File: src/rtl/dbus_arb_pkg.sv
// dbus_arb_pkg -- shared definitions for the two-master data-bus arbiter.
//   arb_state_t   : arbiter FSM encoding (who owned the previous cycle's grant)
//   MST_0 / MST_1 : master index encoding (0 = CPU, 1 = UART loader)
//   BURST_DEFAULT : default cap on consecutive grants to one master under contention
//   cnt_sat_inc   : saturating increment for the 8-bit consecutive-grant counter
package dbus_arb_pkg;

   typedef enum logic [1:0] {
      ST_IDLE = 2'd0,
      ST_OWN0 = 2'd1,
      ST_OWN1 = 2'd2
   } arb_state_t;

   localparam logic MST_0 = 1'b0;
   localparam logic MST_1 = 1'b1;

   localparam int BURST_DEFAULT = 8;

   function automatic logic [7:0] cnt_sat_inc(input logic [7:0] c);
      return (c == 8'hFF) ? c : c + 8'd1;
   endfunction

endpackage

File: src/rtl/dbus_arb_if.sv
// dbus_arb_if -- bundle of the two master request ports, their grant/read-return
// signals, the CPU stall output and the single data-memory port.
//   slave  modport : arbiter side (takes requests, drives grants and dmem_*)
//   master modport : requester/memory side (drives requests and dmem_rdata)
// Build option DBUS_ARB_LOCK_EN adds m0_lock / m1_lock.
interface dbus_arb_if #(
   parameter int ADDR_WIDTH = 32,
   parameter int DATA_WIDTH = 32
);
   localparam int STRB_WIDTH = DATA_WIDTH / 8;

   logic                  m0_req;
   logic                  m0_wr;
   logic [ADDR_WIDTH-1:0] m0_addr;
   logic [DATA_WIDTH-1:0] m0_wdata;
   logic [STRB_WIDTH-1:0] m0_wstrb;
   logic                  m0_gnt;
   logic                  m0_rvalid;
   logic [DATA_WIDTH-1:0] m0_rdata;
   logic                  m0_stall;

   logic                  m1_req;
   logic                  m1_wr;
   logic [ADDR_WIDTH-1:0] m1_addr;
   logic [DATA_WIDTH-1:0] m1_wdata;
   logic [STRB_WIDTH-1:0] m1_wstrb;
   logic                  m1_gnt;
   logic                  m1_rvalid;
   logic [DATA_WIDTH-1:0] m1_rdata;

`ifdef DBUS_ARB_LOCK_EN
   logic                  m0_lock;
   logic                  m1_lock;
`endif

   logic                  dmem_wr;
   logic [ADDR_WIDTH-1:0] dmem_waddr;
   logic [DATA_WIDTH-1:0] dmem_wdata;
   logic [STRB_WIDTH-1:0] dmem_wstrb;
   logic                  dmem_rd;
   logic [ADDR_WIDTH-1:0] dmem_raddr;
   logic [DATA_WIDTH-1:0] dmem_rdata;

   modport slave (
`ifdef DBUS_ARB_LOCK_EN
      input  m0_lock, m1_lock,
`endif
      input  m0_req, m0_wr, m0_addr, m0_wdata, m0_wstrb,
      input  m1_req, m1_wr, m1_addr, m1_wdata, m1_wstrb,
      output m0_gnt, m0_rvalid, m0_rdata, m0_stall,
      output m1_gnt, m1_rvalid, m1_rdata,
      output dmem_wr, dmem_waddr, dmem_wdata, dmem_wstrb, dmem_rd, dmem_raddr,
      input  dmem_rdata
   );

   modport master (
`ifdef DBUS_ARB_LOCK_EN
      output m0_lock, m1_lock,
`endif
      output m0_req, m0_wr, m0_addr, m0_wdata, m0_wstrb,
      output m1_req, m1_wr, m1_addr, m1_wdata, m1_wstrb,
      input  m0_gnt, m0_rvalid, m0_rdata, m0_stall,
      input  m1_gnt, m1_rvalid, m1_rdata,
      input  dmem_wr, dmem_waddr, dmem_wdata, dmem_wstrb, dmem_rd, dmem_raddr,
      output dmem_rdata
   );

endinterface

File: src/rtl/dbus_arb_rr.sv
// dbus_arb_rr -- combinational grant decision for the two-master arbiter.
// Ports:
//   req0/req1   : request from master 0 (CPU) / master 1 (UART loader)
//   state       : owner of the previous cycle's grant (IDLE if none)
//   count       : consecutive grants the current owner has received
//   last_gnt    : master granted most recently (survives IDLE cycles)
//   lock0/lock1 : owner burst-lock (tied low when the lock build option is off)
//   gnt0/gnt1   : one-hot (or zero) grant for this cycle
module dbus_arb_rr
   import dbus_arb_pkg::*;
#(
   parameter int BURST = BURST_DEFAULT
) (
   input  logic       req0,
   input  logic       req1,
   input  arb_state_t state,
   input  logic [7:0] count,
   input  logic       last_gnt,
   input  logic       lock0,
   input  logic       lock1,
   output logic       gnt0,
   output logic       gnt1
);

   localparam logic [7:0] BURST_CNT = 8'(BURST);

   // Winner under contention only; a sole requester always wins outright.
   // Only the owner's lock is consulted, so a non-owner cannot steal the bus.
   logic win;

   always_comb begin
      win = MST_0;
      case (state)
         ST_OWN0: win = (lock0 || (count < BURST_CNT)) ? MST_0 : MST_1;
         ST_OWN1: win = (lock1 || (count < BURST_CNT)) ? MST_1 : MST_0;
         default: win = ~last_gnt;
      endcase
      gnt0 = req0 & (~req1 | (win == MST_0));
      gnt1 = req1 & (~req0 | (win == MST_1));
   end

endmodule

File: src/rtl/dbus_arb.sv
// dbus_arb -- two-master data-bus arbiter in front of a single data memory.
// Master 0 is the CPU (stalled through m0_stall), master 1 the UART loader.
// At most one transfer is forwarded per cycle; grants and slave-port muxing
// are combinational, the read return is registered one cycle after the grant.
// Ports:
//   clk  : sole clock, rising edge
//   rst  : asynchronous active-high reset
//   bus  : dbus_arb_if.slave -- master request/grant/read-return, m0_stall, dmem_*
// Build option DBUS_ARB_LOCK_EN: owner may hold the bus past BURST via mx_lock.
//
// state   | meaning
// --------+-------------------------------------------------
// IDLE    | no grant was issued last cycle
// OWN0    | master 0 held last cycle's grant
// OWN1    | master 1 held last cycle's grant
module dbus_arb
   import dbus_arb_pkg::*;
#(
   parameter int ADDR_WIDTH = 32,
   parameter int DATA_WIDTH = 32,
   parameter int BURST      = BURST_DEFAULT
) (
   input  logic       clk,
   input  logic       rst,
   dbus_arb_if.slave  bus
);

   localparam int STRB_WIDTH = DATA_WIDTH / 8;

   arb_state_t            state;
   logic [7:0]            count;
   logic                  last_gnt;
   logic                  rd_vld;
   logic                  rd_owner;

   logic                  rr_gnt0;
   logic                  rr_gnt1;
   logic                  gnt0;
   logic                  gnt1;
   logic                  any_gnt;
   logic                  gnt_idx;
   logic                  lock0;
   logic                  lock1;

   logic                  sel_wr;
   logic [ADDR_WIDTH-1:0] sel_addr;
   logic [DATA_WIDTH-1:0] sel_wdata;
   logic [STRB_WIDTH-1:0] sel_wstrb;

`ifdef DBUS_ARB_LOCK_EN
   assign lock0 = bus.m0_lock;
   assign lock1 = bus.m1_lock;
`else
   assign lock0 = 1'b0;
   assign lock1 = 1'b0;
`endif

   dbus_arb_rr #(.BURST(BURST)) u_rr (
      .req0     (bus.m0_req),
      .req1     (bus.m1_req),
      .state    (state),
      .count    (count),
      .last_gnt (last_gnt),
      .lock0    (lock0),
      .lock1    (lock1),
      .gnt0     (rr_gnt0),
      .gnt1     (rr_gnt1)
   );

   // Grants are combinational, so they are masked directly while rst is high.
   assign gnt0    = rr_gnt0 & ~rst;
   assign gnt1    = rr_gnt1 & ~rst;
   assign any_gnt = gnt0 | gnt1;
   assign gnt_idx = gnt1 ? MST_1 : MST_0;

   always_comb begin
      sel_wr    = 1'b0;
      sel_addr  = '0;
      sel_wdata = '0;
      sel_wstrb = '0;
      if (gnt0) begin
         sel_wr    = bus.m0_wr;
         sel_addr  = bus.m0_addr;
         sel_wdata = bus.m0_wdata;
         sel_wstrb = bus.m0_wstrb;
      end else if (gnt1) begin
         sel_wr    = bus.m1_wr;
         sel_addr  = bus.m1_addr;
         sel_wdata = bus.m1_wdata;
         sel_wstrb = bus.m1_wstrb;
      end
   end

   assign bus.dmem_wr    = any_gnt & sel_wr;
   assign bus.dmem_rd    = any_gnt & ~sel_wr;
   assign bus.dmem_waddr = sel_addr;
   assign bus.dmem_raddr = sel_addr;
   assign bus.dmem_wdata = sel_wdata;
   assign bus.dmem_wstrb = sel_wstrb;

   assign bus.m0_gnt   = gnt0;
   assign bus.m1_gnt   = gnt1;
   assign bus.m0_stall = bus.m0_req & ~gnt0;

   assign bus.m0_rvalid = rd_vld & (rd_owner == MST_0);
   assign bus.m1_rvalid = rd_vld & (rd_owner == MST_1);
   assign bus.m0_rdata  = bus.m0_rvalid ? bus.dmem_rdata : '0;
   assign bus.m1_rdata  = bus.m1_rvalid ? bus.dmem_rdata : '0;

   // last_gnt resets to master 1 so the first contention after reset goes to the CPU.
   always_ff @(posedge clk or posedge rst) begin
      if (rst) begin
         state    <= ST_IDLE;
         count    <= 8'd0;
         last_gnt <= MST_1;
         rd_vld   <= 1'b0;
         rd_owner <= MST_0;
      end else begin
         rd_vld <= any_gnt & ~sel_wr;
         if (any_gnt & ~sel_wr) begin
            rd_owner <= gnt_idx;
         end

         if (!any_gnt) begin
            state <= ST_IDLE;
            count <= 8'd0;
         end else if ((state == ST_OWN0 && gnt0) || (state == ST_OWN1 && gnt1)) begin
            count <= cnt_sat_inc(count);
         end else begin
            state <= gnt1 ? ST_OWN1 : ST_OWN0;
            count <= 8'd1;
         end

         if (any_gnt) begin
            last_gnt <= gnt_idx;
         end
      end
   end

endmodule

File: src/flat_wrapper.sv
// flat-port wrapper written by rule: the top's interface ports become plain ports
module dbus_arb_flat import dbus_arb_pkg::*;
#(
   parameter int ADDR_WIDTH = 32,
   parameter int DATA_WIDTH = 32,
   parameter int BURST      = BURST_DEFAULT
)
  (clk, rst, bus_m0_req, bus_m0_wr, bus_m0_addr, bus_m0_wdata, bus_m0_wstrb, bus_m1_req, bus_m1_wr, bus_m1_addr, bus_m1_wdata, bus_m1_wstrb, bus_m0_gnt, bus_m0_rvalid, bus_m0_rdata, bus_m0_stall, bus_m1_gnt, bus_m1_rvalid, bus_m1_rdata, bus_dmem_wr, bus_dmem_waddr, bus_dmem_wdata, bus_dmem_wstrb, bus_dmem_rd, bus_dmem_raddr, bus_dmem_rdata);
  dbus_arb_if #(.ADDR_WIDTH(ADDR_WIDTH), .DATA_WIDTH(DATA_WIDTH)) bus_i ();
  input  logic clk;
  input  logic rst;
  input wire logic [$bits(bus_i.m0_req)-1:0] bus_m0_req;
  input wire logic [$bits(bus_i.m0_wr)-1:0] bus_m0_wr;
  input wire logic [$bits(bus_i.m0_addr)-1:0] bus_m0_addr;
  input wire logic [$bits(bus_i.m0_wdata)-1:0] bus_m0_wdata;
  input wire logic [$bits(bus_i.m0_wstrb)-1:0] bus_m0_wstrb;
  input wire logic [$bits(bus_i.m1_req)-1:0] bus_m1_req;
  input wire logic [$bits(bus_i.m1_wr)-1:0] bus_m1_wr;
  input wire logic [$bits(bus_i.m1_addr)-1:0] bus_m1_addr;
  input wire logic [$bits(bus_i.m1_wdata)-1:0] bus_m1_wdata;
  input wire logic [$bits(bus_i.m1_wstrb)-1:0] bus_m1_wstrb;
  output wire logic [$bits(bus_i.m0_gnt)-1:0] bus_m0_gnt;
  output wire logic [$bits(bus_i.m0_rvalid)-1:0] bus_m0_rvalid;
  output wire logic [$bits(bus_i.m0_rdata)-1:0] bus_m0_rdata;
  output wire logic [$bits(bus_i.m0_stall)-1:0] bus_m0_stall;
  output wire logic [$bits(bus_i.m1_gnt)-1:0] bus_m1_gnt;
  output wire logic [$bits(bus_i.m1_rvalid)-1:0] bus_m1_rvalid;
  output wire logic [$bits(bus_i.m1_rdata)-1:0] bus_m1_rdata;
  output wire logic [$bits(bus_i.dmem_wr)-1:0] bus_dmem_wr;
  output wire logic [$bits(bus_i.dmem_waddr)-1:0] bus_dmem_waddr;
  output wire logic [$bits(bus_i.dmem_wdata)-1:0] bus_dmem_wdata;
  output wire logic [$bits(bus_i.dmem_wstrb)-1:0] bus_dmem_wstrb;
  output wire logic [$bits(bus_i.dmem_rd)-1:0] bus_dmem_rd;
  output wire logic [$bits(bus_i.dmem_raddr)-1:0] bus_dmem_raddr;
  input wire logic [$bits(bus_i.dmem_rdata)-1:0] bus_dmem_rdata;
  assign bus_i.m0_req = bus_m0_req;
  assign bus_i.m0_wr = bus_m0_wr;
  assign bus_i.m0_addr = bus_m0_addr;
  assign bus_i.m0_wdata = bus_m0_wdata;
  assign bus_i.m0_wstrb = bus_m0_wstrb;
  assign bus_i.m1_req = bus_m1_req;
  assign bus_i.m1_wr = bus_m1_wr;
  assign bus_i.m1_addr = bus_m1_addr;
  assign bus_i.m1_wdata = bus_m1_wdata;
  assign bus_i.m1_wstrb = bus_m1_wstrb;
  assign bus_m0_gnt = bus_i.m0_gnt;
  assign bus_m0_rvalid = bus_i.m0_rvalid;
  assign bus_m0_rdata = bus_i.m0_rdata;
  assign bus_m0_stall = bus_i.m0_stall;
  assign bus_m1_gnt = bus_i.m1_gnt;
  assign bus_m1_rvalid = bus_i.m1_rvalid;
  assign bus_m1_rdata = bus_i.m1_rdata;
  assign bus_dmem_wr = bus_i.dmem_wr;
  assign bus_dmem_waddr = bus_i.dmem_waddr;
  assign bus_dmem_wdata = bus_i.dmem_wdata;
  assign bus_dmem_wstrb = bus_i.dmem_wstrb;
  assign bus_dmem_rd = bus_i.dmem_rd;
  assign bus_dmem_raddr = bus_i.dmem_raddr;
  assign bus_i.dmem_rdata = bus_dmem_rdata;
  dbus_arb #(.ADDR_WIDTH(ADDR_WIDTH), .DATA_WIDTH(DATA_WIDTH), .BURST(BURST)) u_core (.clk(clk), .rst(rst), .bus(bus_i));
endmodule
File: config.mk
export PLATFORM = sky130hd
export DESIGN_NAME = dbus_arb_flat
export DESIGN_NICKNAME = d
export VERILOG_FILES = /design/src/rtl/dbus_arb_pkg.sv /design/src/rtl/dbus_arb_if.sv /design/src/rtl/dbus_arb_rr.sv /design/src/rtl/dbus_arb.sv /design/src/flat_wrapper.sv
export SDC_FILE = /design/constraint.sdc
export NUM_CORES = 1
export LEC_CHECK = 0
export BUFFER_PORTS_ARGS = -buffer_cell sky130_fd_sc_hd__clkbuf_2
export CELL_PAD_IN_SITES_DETAIL_PLACEMENT = 0
export CELL_PAD_IN_SITES_GLOBAL_PLACEMENT = 1
export CORE_MARGIN = 8
export CORE_UTILIZATION = 15
export DETAILED_ROUTE_END_ITERATION = 6
export PLACE_DENSITY_LB_ADDON = 0.12
export SYNTH_ARGS = -nofsm -noshare
export SYNTH_HDL_FRONTEND = slang
export SYNTH_SLANG_ARGS = --single-unit
File: constraint.sdc
create_clock -name clk -period 1.9 [get_ports clk]
set_input_delay 0 -clock clk [delete_from_list [all_inputs] [get_ports clk]]
set_output_delay 0 -clock clk [all_outputs]
set_load 0.05 [all_outputs]
==> qor_table.md <==
| Result | This run |
| --- | --- |
| Data arrival time of the critical path | 2.30 ns |
| Flops & latches, synth | 13 |
| Number of antenna cells inserted | 0 |
| Overall die height | 136 um |
| CP max-delay cell | sky130_fd_sc_hd__o311a_4 |
| Switching power | 1.95 mW |
| Detailed-route via count | 3397 |
| Count of boundary I/O pins | 345 |
| Wire length of the first global-routing pass | 23000 um |
| Clk Tree Root Cell | sky130_fd_sc_hd__clkbuf_16 |
| Post-DR wirelength/cell | 20.6 um |
| DR iter-0 viols | 92 |
| Floorplan die area | 18600 um2 |
| Status | finished with violations |
| Via count of the first global-routing pass | 3680 |
| Overflow left after global routing | 0 |
| Clock tree sinks | 13 |
| DRC violation count after routing | 0 |
| Cell mode on critical path | sky130_fd_sc_hd__buf_12 |
| Average size of a mapped cell | 7.94 um2 |
| Comb pwr share | 82.2% |
| Worst slew pin tran | 0.478 ns |
| TritonCTS Buffers | 3 |
| Overall power | 4.08 mW |
| Synthesis Warnings | 0 |
| Number of hold-slack violations in the final timing report | 0 |
| Syn Inst Count | 273 |
| Cell-by-cell trace of the critical path | ha_4 > and4b_1 > o311a_4 > buf_12 > a22o_2 > buf_12 |
| Leakage component of the power | 3.40 nW |
| Path type of the worst min-delay path | input port to flop |
| Horizontal die dimension | 136 um |
| Vias per cell | 4.37 |
| Share of the clock period used by the worst path after layout | 121% |
| Maximum net fanout on the critical path | 39 |
| Post-detailed-placement half-perimeter wirelength | 14200 um |
| Area used by multi-input combinational logic | 1900 um2 |
| Worst Clk Skew | 0.00454 ns |
| Number of antenna violations at the first check in global routing | 0 |
| Type of origin of the critical path | flop |
| Portion of the post-synthesis area used by sequential elements | 15.1% |
| Tightest slew margin relative to the limit | 68.0% |
| Number of nets produced by synthesis | 450 |
| Largest net degree at the start of global routing | 40 |
| Overall fraction of global-route tracks in use | 16.1% |
| Power share of the sequential group | 7.9% |
| Insertion delay of the later-clocked pin in the worst-skew pair | 0.24 ns |
| Routability Congestion | 0.830 |
| Max-cap violation count | 0 |
| Layout cells sized above 1 | 75.1% |
| Maximum frequency from static timing analysis | 435 MHz |
| Commonest non-fill, non-tap cell in the layout | sky130_fd_sc_hd__clkbuf_2 |
| P&R area growth vs syn | 209% |
| Power density cells | 610 nW/um2 |
| Seq. cell area | 327 um2 |
| Site Rows | 44 |
| Setup-failing EPs final | 115 |
| Failing checks | negative setup slack |
| Internal Power | 2.13 mW |
| Routed WL | 16100 um |
| Crit. End Element | primary output |
| Synth cell types | 37 |
| Leading cell types in the layout, fill and taps excluded | 206 x sky130_fd_sc_hd__clkbuf_2, 142 x sky130_fd_sc_hd__buf_12, 43 x sky130_fd_sc_hd__a22o_4 |
| Initial standard-cell utilization of the core | 15.1% |
| Count of buffers from port buffering | 344 |
| Worst path required time | 1.90 ns |
| CTS tree | built |
| Worst VDD drop | 0.347 mV |
| Count of final max-slew check failures | 0 |
| Delay of the slowest critical-path stage | 0.46 ns |
| Maximum count of clock buffers along a single path | 2 |
| Clock transition at the registers of the reported paths | 0.04 ns |
| Worst hold slack | 0.0401 ns |
| Unrepaired setup endpoints after global routing | true |
| Area of the mapped netlist | 2170 um2 |
| Core outline area | 14300 um2 |
| Post-layout net count | 772 |
| Count of fill cells added during filler insertion | 1323 |
| First-pass iteration count of the detailed router | 4 |
| Depth of the CTS H-tree | 1 |
| Setup ws final | -0.399 ns |
| Final Critical Period | 2.30 ns |
| Switching fraction of total power | 47.8% |
| Kind of critical path | flop to primary output |
| Antenna-violating nets left | 0 |
| Clock power frac | 9.9% |
logic make-up (layout without fill, tap and decap cells):
kind of cell / Yosys count / after routing / synth area share [%]
xor gates and xnor gates: 5 / 5 / 2.02
DFF: 13 / 13 / 15.1
muxes: 3 / 3 / 1.38
AOI/OAI and AO/OA: 88 / 88 / 34.0
and+or+nand+nor: 97 / 97 / 26.8
adders and majority gates: 3 / 3 / 1.73
buffers and inverters: 64 / 385 / 18.9
timing repair:
item / 4_1_cts / 5_1_grt
gates cloned: 1 / 1
resized for setup: 20 / 9
buffers inserted: 2 / 1
hold buffers: 1 / 0
hold endpoints to repair: 12 / 0
pin swaps: 5 / 3
endpoints found under the setup margin: 108 / 118
Yosys cell counts, drive strengths merged:
master  number  share of area, %
and2        35                10
dfstp        1               1.2
nand2        7               1.2
mux2i        3               1.4
and4b        1              0.46
o311a        1              0.98
xnor2        3               1.2
ha           3               1.7
clkbuf       9               1.6
a21oi        8               2.0
a31o         1              0.40
dfrtp       12                14
o21ai        3              0.69
o21bai       1              0.35
nor3         3              0.92
inv          8               1.4
nor3b        1              0.35
o22ai        2              0.58
or3b         1              0.40
and3        34               9.8
a22o        68                27
xor2         2              0.81
o22a         1              0.40
o2bb2a       1              0.46
nand2b       5               1.4
nor2b        2              0.58
o21a         1              0.35
a21o         1              0.35
nor2         5              0.87
nand3        3              0.69
buf         47                16
state kept, by name, indices dropped and copies added, names as in the netlist:
| name | count |
|---|---|
| u_core.state | 2 |
| u_core.rd_vld | 1 |
| u_core.rd_owner | 1 |
| u_core.count | 8 |
| u_core.last_gnt | 1 |
worst max-delay path, delay by kind of cell (launching register included):
family	cells	cell delay, ns
flip-flops	1	0.40
AND/OR/NAND/NOR	1	0.21
AO/OA/AOI/OAI	2	0.77
adder cells (fa/ha/maj)	1	0.29
buffers and inverters	2	0.36
power groups by stage:
stage          logic, mW  clock network [mW]  registers (mW)
5_1_grt             3.49               0.416           0.327
3_3_place_gp        3.28                   0           0.323
4_1_cts             3.37               0.405           0.325
6_report            3.36               0.403           0.324
2_1_floorplan       1.87                   0           0.327
3_5_place_dp        3.29                   0           0.324
cell type report:
type / instances / share of cell area [%]
multi-input cells: 196 / 28.4
clock buffers: 4 / 1.18
inverters: 8 / 0.486
repair buffers: 373 / 61.6
flip-flops and latches: 13 / 4.88
well taps: 184 / 3.44
per-layer routing:
layer	up-vias	wire (um)	global-route usage, %
li1	1618	-	-
met1	1570	5100	15.4
met2	197	8460	30.1
met3	12	2260	8.13
met4	0	237	3.36
met5	-	0	0
through the flow:
stage | util [%] | cells | instance area [um2] | worst slack (ns) | setup TNS, ns
floorplan | - | 273 | 2810 | -0.169 | -5.40
global placement | 44.8 | 768 | 6410 | -0.153 | -12.36
detailed placement | 44.8 | 768 | 6410 | -0.159 | -12.36
CTS | 46.3 | 776 | 6630 | -0.382 | -35.04
global route | 46.8 | 778 | 6690 | -0.443 | -42.38
finish | 46.8 | 778 | 6690 | -0.399 | -36.83
path summary, 6_finish.rpt:
path,cells after the start,end,start,slack [ns]
worst max-delay path,6,bus_dmem_wdata[16],u_core.state[1],-0.40
worst min-delay path,2,u_core.rd_vld,bus_m1_wr,0.04
worst max register to register,8,u_core.state[0],u_core.state[1],-0.24
worst min register to register,1,u_core.last_gnt,u_core.last_gnt,0.53
max in group asynchronous,4,u_core.last_gnt,rst,1.28
min in group asynchronous,4,u_core.count[3],rst,0.38
No activity file was read; power rests on OpenSTA's default activity.
